## src/rtl/multi_channel_timer.sv

```systemverilog
// rtl/multi_channel_timer.sv - N-channel countdown timer with shared tick/blink prescalers
module multi_channel_timer #(
    parameter int CLK_FREQ = 100_000_000,
    parameter int TICK_HZ  = 1,
    parameter int BLINK_HZ = 2,
    parameter int CHANNELS = 4,
    parameter int COUNT_W  = 4
) (
    input  logic                        clock,
    input  logic                        reset,
    input  logic [CHANNELS-1:0]         start,
    input  logic [CHANNELS-1:0]         cancel,
    input  logic [CHANNELS-1:0]         mode,
    input  logic [CHANNELS*COUNT_W-1:0] load_value,
    output logic                        tick_enable,
    output logic                        blink_enable,
    output logic [CHANNELS-1:0]         busy,
    output logic [CHANNELS-1:0]         expired,
    output logic [CHANNELS-1:0]         expired_pulse,
    output logic [CHANNELS*COUNT_W-1:0] remaining
);

    localparam int TICK_DIV  = CLK_FREQ / TICK_HZ;
    localparam int BLINK_DIV = CLK_FREQ / BLINK_HZ;
    localparam int TICK_W    = $clog2(TICK_DIV);
    localparam int BLINK_W   = $clog2(BLINK_DIV);
    localparam logic [TICK_W-1:0]  TICK_LAST  = TICK_W'(TICK_DIV - 1);
    localparam logic [BLINK_W-1:0] BLINK_LAST = BLINK_W'(BLINK_DIV - 1);

    logic [TICK_W-1:0]  tick_cnt;
    logic [BLINK_W-1:0] blink_cnt;

    always_ff @(posedge clock) begin
        if (reset) begin
            tick_cnt     <= '0;
            blink_cnt    <= '0;
            tick_enable  <= 1'b0;
            blink_enable <= 1'b0;
        end else begin
            tick_enable  <= (tick_cnt == TICK_LAST);
            blink_enable <= (blink_cnt == BLINK_LAST);
            tick_cnt     <= (tick_cnt == TICK_LAST) ? '0 : tick_cnt + TICK_W'(1);
            blink_cnt    <= (blink_cnt == BLINK_LAST) ? '0 : blink_cnt + BLINK_W'(1);
        end
    end

    for (genvar i = 0; i < CHANNELS; i++) begin : g_ch
        logic [TICK_W-1:0]  sub;
        logic [COUNT_W-1:0] val;
        logic [COUNT_W-1:0] rem;
        logic [COUNT_W-1:0] load_v;
        logic               auto_reload;
        logic               ch_busy;
        logic               ch_expired;
        logic               ch_pulse;
        logic               zero_pend;

        assign load_v = load_value[i*COUNT_W +: COUNT_W];

        // A zero-length start flags expiry at once but strobes one cycle later.
        always_ff @(posedge clock) begin
            if (reset) begin
                sub         <= '0;
                val         <= '0;
                rem         <= '0;
                auto_reload <= 1'b0;
                ch_busy     <= 1'b0;
                ch_expired  <= 1'b0;
                ch_pulse    <= 1'b0;
                zero_pend   <= 1'b0;
            end else begin
                ch_pulse <= 1'b0;
                if (start[i]) begin
                    val         <= load_v;
                    auto_reload <= mode[i];
                    sub         <= '0;
                    if (load_v != '0) begin
                        ch_busy    <= 1'b1;
                        rem        <= load_v;
                        ch_expired <= 1'b0;
                        zero_pend  <= 1'b0;
                    end else begin
                        ch_busy    <= 1'b0;
                        rem        <= '0;
                        ch_expired <= 1'b1;
                        zero_pend  <= 1'b1;
                    end
                end else if (cancel[i]) begin
                    ch_busy    <= 1'b0;
                    rem        <= '0;
                    ch_expired <= 1'b0;
                    sub        <= '0;
                    zero_pend  <= 1'b0;
                end else begin
                    zero_pend <= 1'b0;
                    if (zero_pend) ch_pulse <= 1'b1;
                    if (ch_busy) begin
                        if (sub == TICK_LAST) begin
                            sub <= '0;
                            if (rem == COUNT_W'(1)) begin
                                ch_expired <= 1'b1;
                                ch_pulse   <= 1'b1;
                                if (auto_reload) begin
                                    rem <= val;
                                end else begin
                                    rem     <= '0;
                                    ch_busy <= 1'b0;
                                end
                            end else if (rem != '0) begin
                                rem <= rem - COUNT_W'(1);
                            end
                        end else begin
                            sub <= sub + TICK_W'(1);
                        end
                    end
                end
            end
        end

        assign busy[i]                            = ch_busy;
        assign expired[i]                         = ch_expired;
        assign expired_pulse[i]                   = ch_pulse;
        assign remaining[i*COUNT_W +: COUNT_W]    = rem;
    end

endmodule

```

## config.mk

```make
export PLATFORM = sky130hd
export DESIGN_NAME = multi_channel_timer
export DESIGN_NICKNAME = d
export VERILOG_FILES = /design/src/rtl/multi_channel_timer.sv
export SDC_FILE = /design/constraint.sdc
export NUM_CORES = 1
export LEC_CHECK = 0
export CORE_MARGIN = 3
export CORE_UTILIZATION = 38
export CTS_CLUSTER_DIAMETER = 100
export DETAILED_ROUTE_END_ITERATION = 7
export GPL_ROUTABILITY_DRIVEN = 0
export SYNTH_ARGS = -nofsm -noshare
export SYNTH_HDL_FRONTEND = slang
export SYNTH_SLANG_ARGS = --single-unit
```

## constraint.sdc

```tcl
create_clock -name clock -period 2.6 [get_ports clock]
set_input_delay 0.52 -clock clock [delete_from_list [all_inputs] [get_ports clock]]
set_output_delay 0.52 -clock clock [all_outputs]
set_load 0.01 [all_outputs]
```

### Word-level counts from Yosys, hierarchy flattened

Index checks and enable logic that the tools add are counted.

| cells by class | value |
|---|---|
| reductions and logical operators | 42 |
| bitwise gates (word level) | 4 |
| mux-type cells | 104 |
| $add $sub $neg | 10 |
| eq/ne operators | 10 |

Operator list:

| cell | count |
|---|---|
| $add 27x1->27 const B | 5 |
| $eq 27x27->1 const B | 5 |
| $mux 4 | 32 |
| $mux 27 | 4 |
| $mux 1 | 68 |
| $reduce_bool 4->1 | 12 |
| $reduce_bool 3->1 | 12 |
| $add 26x1->26 const B | 1 |
| $eq 26x26->1 const B | 1 |
| $reduce_and 3->1 | 8 |
| $eq 4x1->1 const B | 4 |
| $sub 4x1->4 const B | 4 |
| $reduce_or 2->1 | 6 |
| $reduce_or 3->1 | 4 |
| $not 1->1 | 4 |

| word-level totals | value |
|---|---|
| word-level logic and storage cells | 206 |
| input bits | 30 |
| output and inout port bits | 30 |
| bits in registers | 215 |

### Longest topological paths before layout

| logic depth | value |
|---|---|
| depth in word-level cells | 7 |
| mapped depth | 8 |

### Worst setup path after synthesis

OpenSTA, ideal clock, no wires.

| timing | value |
|---|---|
| path type | register -> register |
| start | register g_ch[0].sub[0] |
| end | register g_ch[0].sub[26] |
| setup slack | 0.476 ns |
| data required time | 2.530 ns |
| cell stages (with the launch flop) | 8 |
| arrival time | 2.054 ns |
| cells stage by stage | dfxtp_1 ha_1 and3_2 nand4_4 or4_1 buf_2 or4_1 a21oi_1 |

| on the way | value |
|---|---|
| cells in the longest elaborated chain, start to end | 2 |
| elaborated cells on any way between the ends | 3 |

Ends and longest elaborated chain:

| what | RTL line | text |
|---|---|---|
| from (decl) | 48 | `logic [TICK_W-1:0] sub;` |
| from (signal assigned) | 113 | `sub <= sub + TICK_W'(1);` |
| $add 27x1->27 or $eq 27x27->1 (tied branches) | 113, 98 |  |
| $mux 27 * | 98 | `if (sub == TICK_LAST) begin` |

Mark *: on every way between the ends. The rest lies on a longest branch, timed or not.
A chain may end at the register's enable or synchronous reset.

### Worst setup path after layout

Ends and elaborated chain as after synthesis.

==> results.json <==
{
  "outcome": "completed",
  "drive_above_1_share": 0.0695,
  "nets": 1294,
  "synth_nets": 1238,
  "postCtsSetupRepairBufs": 0,
  "dieHeight_um": 169,
  "path_class": "reg -> reg",
  "synthXorXnorAreaFrac": 0.123,
  "crit_family": "simple AND/OR/NAND/NOR gates",
  "yosys_warnings": 0,
  "cpMostUsedCell": "or4_1",
  "leakagePower_uw": 0.00398,
  "path_cells": "ha_1 > and3_2 > nand4_4 > or4_1 > or4_1 > a21oi_1",
  "vias_per_cell": 5.19,
  "cts_resized": 0,
  "setup_tns_ps": 0,
  "finalHoldViolations": 0,
  "ys_types": 61,
  "r2r_slack_ps": 350,
  "worst_slack_ps": 354,
  "first_pass_iters": 5,
  "synth-simple-area-share": 0.316,
  "end_kind": "register",
  "synth_area_mm2": 0.0101,
  "required_ps": 3030,
  "drtIter0Drc": 455,
  "root_buffer": "clkbuf_16",
  "rows": 59,
  "clock-sinks": 215,
  "worstReg2RegEnd": "g_ch[0].sub[26]$_SDFFE_PP0P_",
  "port_buffers": 59,
  "startpoint_type": "register",
  "synth-seq-area-share": 0.425,
  "slowest_stage": "or4_1",
  "relSlewSlack": 0.522,
  "vias": 8317,
  "routed_wire_length_per_instance_um": 13.5,
  "crit_fanout": 5,
  "ys_ff_latch": 215,
  "wl_mm": 21.6,
  "muxShareOfSynthArea": 0.0152,
  "grtUsageTotal": 0.149,
  "netlist_instances": 1194,
  "finalCritPeriodShare": 0.864,
  "clockBufferDepth": 3,
  "clock_latency_ps": 510,
  "synth_compound_area_frac": 0.0693,
  "hp-class": "reg -> reg",
  "r2r-start": "g_ch[0].sub[0]$_SDFFE_PP0P_",
  "die_area_mm2": 0.0287,
  "clkTransAtPathRegs_ps": 60,
  "dp_slack_ps": 350,
  "initial_core_util": 0.388,
  "grt_max_degree": 25,
  "hold_path_end": "g_ch[3].ch_pulse$_SDFF_PP0_",
  "grt_pass1_vias": 7802,
  "grt_pass1_wl_mm": 37.1,
  "antenna_cells": 0,
  "cts_made_buffers": 25,
  "dp_hpwl_mm": 14.8,
  "min_path_cells": 2,
  "drv_slew": 0,
  "reg2regPathDepth": 6,
  "rsz0062_at_grt": "false",
  "gr-total-overflow": 0,
  "synth_top_family_by_area": "simple AND/OR/NAND/NOR gates",
  "irDropWorstVdd_v": 0.000420,
  "min_period_ps": 2250,
  "arrival_ps": 2680,
  "finalSetupViolations": 0,
  "drtAntennaViolNets": 0,
  "min_from": "g_ch[3].zero_pend$_SDFF_PP0_",
  "area_delta_synth_final_pct": 17.5,
  "ctsHoldBuffers": 0,
  "tightestPinTransition_ps": 717,
  "total_power_uw": 7270,
  "avgSynthCellArea_um2": 8.48,
  "path_buf_inv": 0,
  "fmax_mhz": 445,
  "h-tree-depth": 1,
  "critical_path.max_stage_delay_ps": 580,
  "synth_fa_ha_area_frac": 0.0173,
  "grt_antenna_before_repair": 0,
  "fp.coreArea_mm2": 0.0261,
  "clock_skew_ps": 13.3,
  "synth_ff_type": "dfxtp_1",
  "tritoncts": "built",
  "synth_edf_count": 0,
  "drc": 0,
  "async_reset_ff_frac": 0,
  "p_per_area_mw_per_mm2": 611,
  "drv_cap": 0,
  "die_w_um": 169,
  "io_pins": 60
}
-- power breakdown --
part / leakage, uW / switching, uW / internal (uW) / total (uW)
Combinational: 0.00184 / 213 / 209 / 422
Sequential: 0.00174 / 59.0 / 3350 / 3410
Clock: 0.000400 / 1340 / 2110 / 3450
-- worst reg2reg max path, delay by kind of cell, from the launching register on --
| kind | cells | cell delay (ps) |
|---|---|---|
| flops | 1 | 360 |
| fa+ha+maj | 1 | 200 |
| compound gates | 1 | 140 |
| simple gates | 4 | 1470 |
-- area by class of cell --
| class | count | area (um2) |
|---|---|---|
| Timing Repair Buffer | 88 | 816 |
| Sequential cell | 215 | 4300 |
| Multi-Input combinational cell | 900 | 5480 |
| Fill cell | 2590 | 14200 |
| Clock buffer | 36 | 717 |
| Clock inverter | 8 | 96.3 |
| Tap cell | 335 | 419 |
| Inverter | 20 | 75.1 |
-- routing by layer --
metal,part of all wire,global-route usage,wire length [um],up-vias
met4,0.024,0.0441,509,0
met3,0.033,0.0217,722,37
met5,0,0,0,-
met1,0.49,0.205,10500,3860
met2,0.46,0.243,9860,121
li1,-,-,-,4299
-- Yosys cell counts (3+ instances only) --
master,instances,area [um2]
dfxtp_1,215,4300
nor2_1,197,739
nand2_1,90,338
xnor2_1,82,718
nand3_1,70,350
xor2_1,60,526
nor3_1,44,220
clkbuf_1,41,154
nand4_1,41,257
a21oi_1,40,200
and3_1,34,213
nor4_1,27,169
and4_1,25,219
inv_1,20,75.1
nand2b_1,19,119
o21ai_0,19,95.1
ha_1,14,175
buf_4,13,97.6
mux2i_1,12,120
or3_1,10,62.6
a211oi_1,9,67.6
nor4b_1,9,78.8
or2_2,8,50.1
nor3b_1,7,52.6
nand3b_1,6,45.0
a221oi_1,5,43.8
and2_1,5,31.3
and4b_1,5,50.1
nor2b_1,5,31.3
o211ai_1,5,37.5
or4_1,5,37.5
a31oi_1,4,25.0
buf_1,3,11.3
mux2_2,3,33.8
nand4b_1,3,26.3
nor4bb_1,3,30.0
o211a_1,3,30.0
-- through the flow --
step           utilization  instances  hold WS (ps)  instance area, um2
2_1_floorplan            -       1194           411               10100
3_3_place_gp         0.424       1558           421               11100
3_5_place_dp         0.424       1558           427               11100
4_1_cts              0.456       1602           436               11900
5_1_grt              0.456       1602           461               11900
6_report             0.456       1602           429               11900
-- kinds of logic (layout without fill, tap and decap cells) --
| group | Yosys count | in the layout |
|---|---|---|
| adder cells (fa/ha/maj) | 14 | 14 |
| AO/OA/AOI/OAI | 108 | 108 |
| XOR/XNOR | 142 | 142 |
| flip-flops | 215 | 215 |
| multiplexers | 15 | 15 |
| AND/OR/NAND/NOR | 621 | 621 |
| buffers and inverters | 79 | 152 |
-- worst max-delay path by stage --
stage	startpoint	endpoint	slack (ps)	cells after the start
finish	g_ch[0].sub[0]$_SDFFE_PP0P_	g_ch[0].sub[26]$_SDFFE_PP0P_	350	6
global route	g_ch[0].sub[0]$_SDFFE_PP0P_	g_ch[0].sub[26]$_SDFFE_PP0P_	200	6
CTS	g_ch[0].sub[0]$_SDFFE_PP0P_	g_ch[0].sub[26]$_SDFFE_PP0P_	340	6
detailed placement	g_ch[0].sub[0]$_SDFFE_PP0P_	g_ch[0].sub[26]$_SDFFE_PP0P_	350	6
global placement	start[3]	g_ch[3].sub[10]$_SDFFE_PP0P_	380	4
floorplan	g_ch[0].sub[0]$_SDFFE_PP0P_	g_ch[0].sub[26]$_SDFFE_PP0P_	480	7
-- sequential cells by signal, summed over array words and instances, names as in the netlist, 4 cells and up --
signal            cells
g_ch.zero_pend        4
g_ch.ch_pulse         4
g_ch.auto_reload      4
g_ch.ch_busy          4
tick_cnt             27
g_ch.val             16
g_ch.ch_expired       4
g_ch.sub            108
blink_cnt            26
g_ch.rem             16
-- layout by cell type (no fill, tap or decap), types with 27 or more instances in the layout --
cell and instances:
buf_4 28, nand4_1 41, xnor2_1 82, nor4_1 27, a21oi_1 40, and3_1 34, nor3_1 44, nand3_1 70
nand2_1 90, dfxtp_1 215, xor2_1 60, nor2_1 197, clkdlybuf4s50_1 58
No activity file was read; power rests on OpenSTA's default activity.
==> RTL change 1 (same flow settings) <==
Register the output `remaining` once more; this adds one clock of latency there. The other outputs are not delayed to match.
--- a/src/rtl/multi_channel_timer.sv
+++ b/src/rtl/multi_channel_timer.sv
@@ -26,6 +26,8 @@
     localparam int BLINK_W   = $clog2(BLINK_DIV);
     localparam logic [TICK_W-1:0]  TICK_LAST  = TICK_W'(TICK_DIV - 1);
     localparam logic [BLINK_W-1:0] BLINK_LAST = BLINK_W'(BLINK_DIV - 1);
+
+    logic [CHANNELS*COUNT_W-1:0] remaining_d;
 
     logic [TICK_W-1:0]  tick_cnt;
     logic [BLINK_W-1:0] blink_cnt;
@@ -120,7 +122,11 @@
         assign busy[i]                            = ch_busy;
         assign expired[i]                         = ch_expired;
         assign expired_pulse[i]                   = ch_pulse;
-        assign remaining[i*COUNT_W +: COUNT_W]    = rem;
+        assign remaining_d[i*COUNT_W +: COUNT_W]    = rem;
+    end
+
+    always_ff @(posedge clock) begin
+        remaining <= remaining_d;
     end
 
 endmodule
Function: changed (a bounded check fails within 4 cycles, from zero or initial values and one cycle with reset high).
==> RTL change 1 against the original RTL <==
- cell count up 3.4%
- highest routed layer unchanged
- die area grew 4.8%
- largest cell class unchanged
- design area up 4.3%
- sequential cell count rose by 16
- worst setup slack about the same
- area after synthesis rose by 5.0%
- wire length increased by 4.5%
- power is 6.6% higher
- maximum frequency about the same
==> RTL change 1: results <==
[run_status]
status = "finished clean"

[worst_hold_path]
whs_path_depth = 0

[detailed_routing]
drtIter0Drc = 468
post_drt_wl_per_cell_um = 13.6
first_pass_iters = 4
vias_per_cell = 5.09

[sta]
worst-slew-pin-transition_ns = 0.735
hold_ws_ns = 0.379

[cells_and_area]
drive_above_1_share = 0.0794

[global_route]
grt_pass1_vias = 7911
grt_max_degree = 35
grtUsageTotal = 0.145

[power]
peakVddDrop_uv = 374
p_leak_nw = 4.17

[placement]
detailedPlace.worstSlack_ns = 0.437

[critical_path]
r2r_end = "g_ch[2].sub[21]"
cp_slowest_stage_delay_ns = 0.62
regToRegSetupSlack_ns = 0.45
path_delay_family = "buffers and inverters"
critPathLaunch = "g_ch[3].ch_busy"
crit_slowest_cell = "clkdlybuf4s50_1"
reg2reg_from = "g_ch[2].sub[0]"

[logic_synthesis]
synthTopCellsByCount = "dfxtp_1, nor2_1, nand2_1"
syn_nets = 1258
yosys-top-cells-area = "dfxtp_1, nor2_1, xnor2_1"
synth_cells = 1214
## RTL change 1: changes by cell type in the layout (fill, tap and decap cells not counted), moves of 9 or more
cell,before,now
and3_1,34,19
buf_4,28,19
dfxtp_1,215,231
inv_1,20,29
nand2_1,90,81
nand3_1,70,80
xor2_1,60,72
## RTL change 1: power breakdown
group | switching [mW] | internal [mW] | leakage, nW
clock | 1.43 | 2.22 | 0.430
sequential | 0.0687 | 3.61 | 1.87
combinational | 0.219 | 0.205 | 1.87
total | 1.72 | 6.03 | 4.17
## RTL change 1: worst max-delay path by stage
stage	to	slack (ns)
detailed placement	g_ch[1].sub[7]	0.44
global placement	g_ch[0].ch_expired	0.47
global route	busy[3]	0.26
floorplan	g_ch[2].rem[1]	0.72
CTS	busy[3]	0.31
finish	busy[3]	0.35
## RTL change 1: per-layer routing
layer  share of wire  vias to the layer above  track usage
li1                -                     4335            -
met1            0.50                     3939        0.201
met2            0.44                      121        0.235
met3           0.040                       35       0.0252
met4           0.019                        0       0.0372
met5               0                        -            0
## RTL change 1: cells by family (layout without fill, tap and decap cells)
| group | after synthesis | after routing | synth area share |
|---|---|---|---|
| simple gates | 609 | 609 | 0.304 |
| mux | 15 | 15 | 0.0142 |
| buf+inv | 85 | 155 | 0.0383 |
| flops | 231 | 231 | 0.435 |
| compound gates | 112 | 112 | 0.0706 |
| fa+ha+maj | 14 | 14 | 0.0165 |
| xor+xnor | 148 | 148 | 0.122 |
## RTL change 1: layout make-up
cell class | count | area (um2) | area share
multi-input cells | 898 | 5610 | 0.451
repair buffers | 79 | 748 | 0.0602
flip-flops and latches | 231 | 4620 | 0.372
clock buffers | 40 | 805 | 0.0648
inverters | 29 | 109 | 0.00876
clock inverters | 7 | 62.6 | 0.00504
well taps | 372 | 465 | 0.0375
==> RTL change 2 (same flow settings) <==
Made on the original files. `BLINK_HZ`: 2 -> 8.
--- a/src/rtl/multi_channel_timer.sv
+++ b/src/rtl/multi_channel_timer.sv
@@ -2,7 +2,7 @@
 module multi_channel_timer #(
     parameter int CLK_FREQ = 100_000_000,
     parameter int TICK_HZ  = 1,
-    parameter int BLINK_HZ = 2,
+    parameter int BLINK_HZ = 8,
     parameter int CHANNELS = 4,
     parameter int COUNT_W  = 4
 ) (
Function: not settled (the Yosys comparison gave no result); the edit may change what the design does.
==> RTL change 2 against the original RTL <==
- sequential cell count decreased by 2
- wire length decreased by 4.8%
- utilization increased by 0.16 points
- worst setup slack improved by 0.013 ns
- maximum frequency increased by 0.60%
- area after synthesis decreased by 1.7%
- clock power increased by 2%
- design area decreased by 2.2%
- power increased by 0.30%
==> RTL change 2: results <==
[cells_and_area]
nets = 1244
reg_top3 = "g_ch.sub x108, tick_cnt x27, blink_cnt x24"
finalNonFillerCells = 1545
fillers = 2440
drive_above_1_share = 0.0749

[worst_hold_path]
whs_endpoint = "g_ch[0].ch_pulse"
whs_path_depth = 1
holdCritStartpoint = "g_ch[0].zero_pend"

[global_route]
met3_usage = 0.0218
grt_max_degree = 28
grtUsageTotal = 0.145
grt_pass1_vias = 7615
gr-usage-met2 = 0.235
antenna_found_initial = 1
met1_usage = 0.204

[power]
p_leak_nw = 4.04
p_seq_frac = 0.463
peakVddDrop_uv = 444
power_switching_mw = 1.56

[job]
maxCapViolations = 0

[logic_synthesis]
syn_nets = 1189
syn_avg_cell_area_um2 = 8.69
yosys-top-cells-area = "dfxtp_1, xor2_1, nor2_1"
yosysSeqAreaShare = 0.428
synthDistinctLibCells = 68
synthTopCellsByCount = "dfxtp_1, nor2_1, xor2_1"

[detailed_routing]
m1WireLength_um = 10300
vias_per_cell = 5.09
drtIter0Drc = 469
dr_wl_met3_um = 826
routed_wl_um = 20500
routed-wl-met2_um = 8970

[critical_path]
critPathArrivalTime_ns = 2.58
endpoint = "tick_cnt[4]"
reg2reg_from = "tick_cnt[3]"
crit_fanout = 25
crit_type = "reg -> reg"
rr_worst_depth = 5

[placement]
detailedPlace.worstSlack_ns = 0.330

[sta]
worst-slew-pin-transition_ns = 0.976
clock_skew_ns = 0.00892
layout_setup_ws_ns = 0.368

[run_status]
status = "finished clean"
==> RTL change 2: cell types whose count changed after synthesis, moves of 6 or more <==
cell	change
xor2_1	+31
nand2_1	-24
clkbuf_1	-22
xnor2_1	-21
nor3_1	-19
nor2_1	+11
and4_1	-10
nand3_1	+10
buf_2	+9
inv_1	+8
nand4_1	+8
nand2b_1	-7
buf_6	+6
nor4_1	-6
==> RTL change 2: cell type report <==
| cell class | count | share of cell area |
|---|---|---|
| timing repair buffer | 82 | 0.0662 |
| inverter | 28 | 0.00902 |
| sequential | 213 | 0.366 |
| tap | 330 | 0.0355 |
| clock inverter | 7 | 0.00945 |
| multi-input combinational | 850 | 0.452 |
| clock buffer | 35 | 0.0621 |
==> RTL change 2: kinds of logic (layout without fill, tap and decap cells) <==
logic type / after synthesis / in the layout / share of synthesized area
flops: 213 / 213 / 0.428
fa+ha+maj: 14 / 14 / 0.0176
compound gates: 91 / 91 / 0.0584
buf+inv: 82 / 152 / 0.0432
mux: 17 / 17 / 0.0173
xor+xnor: 152 / 152 / 0.134
simple gates: 576 / 576 / 0.301
==> RTL change 2: worst max-delay path: stages (launching register included) <==
cell and delay [ns]:
dfxtp_1 0.40, nand4_1 0.25, nor2_1 0.26, nand2_1 0.17
o31ai_4 0.88, nor2_1 0.12
==> RTL change 2: per-stage QoR <==
| stage | instance area, um2 | total power, mW |
|---|---|---|
| 2_1_floorplan | 9950 | 3.69 |
| 3_3_place_gp | 10800 | 3.86 |
| 3_5_place_dp | 10800 | 3.86 |
| 4_1_cts | 11600 | 7.41 |
| 5_1_grt | 11600 | 7.60 |
| 6_report | 11600 | 7.30 |
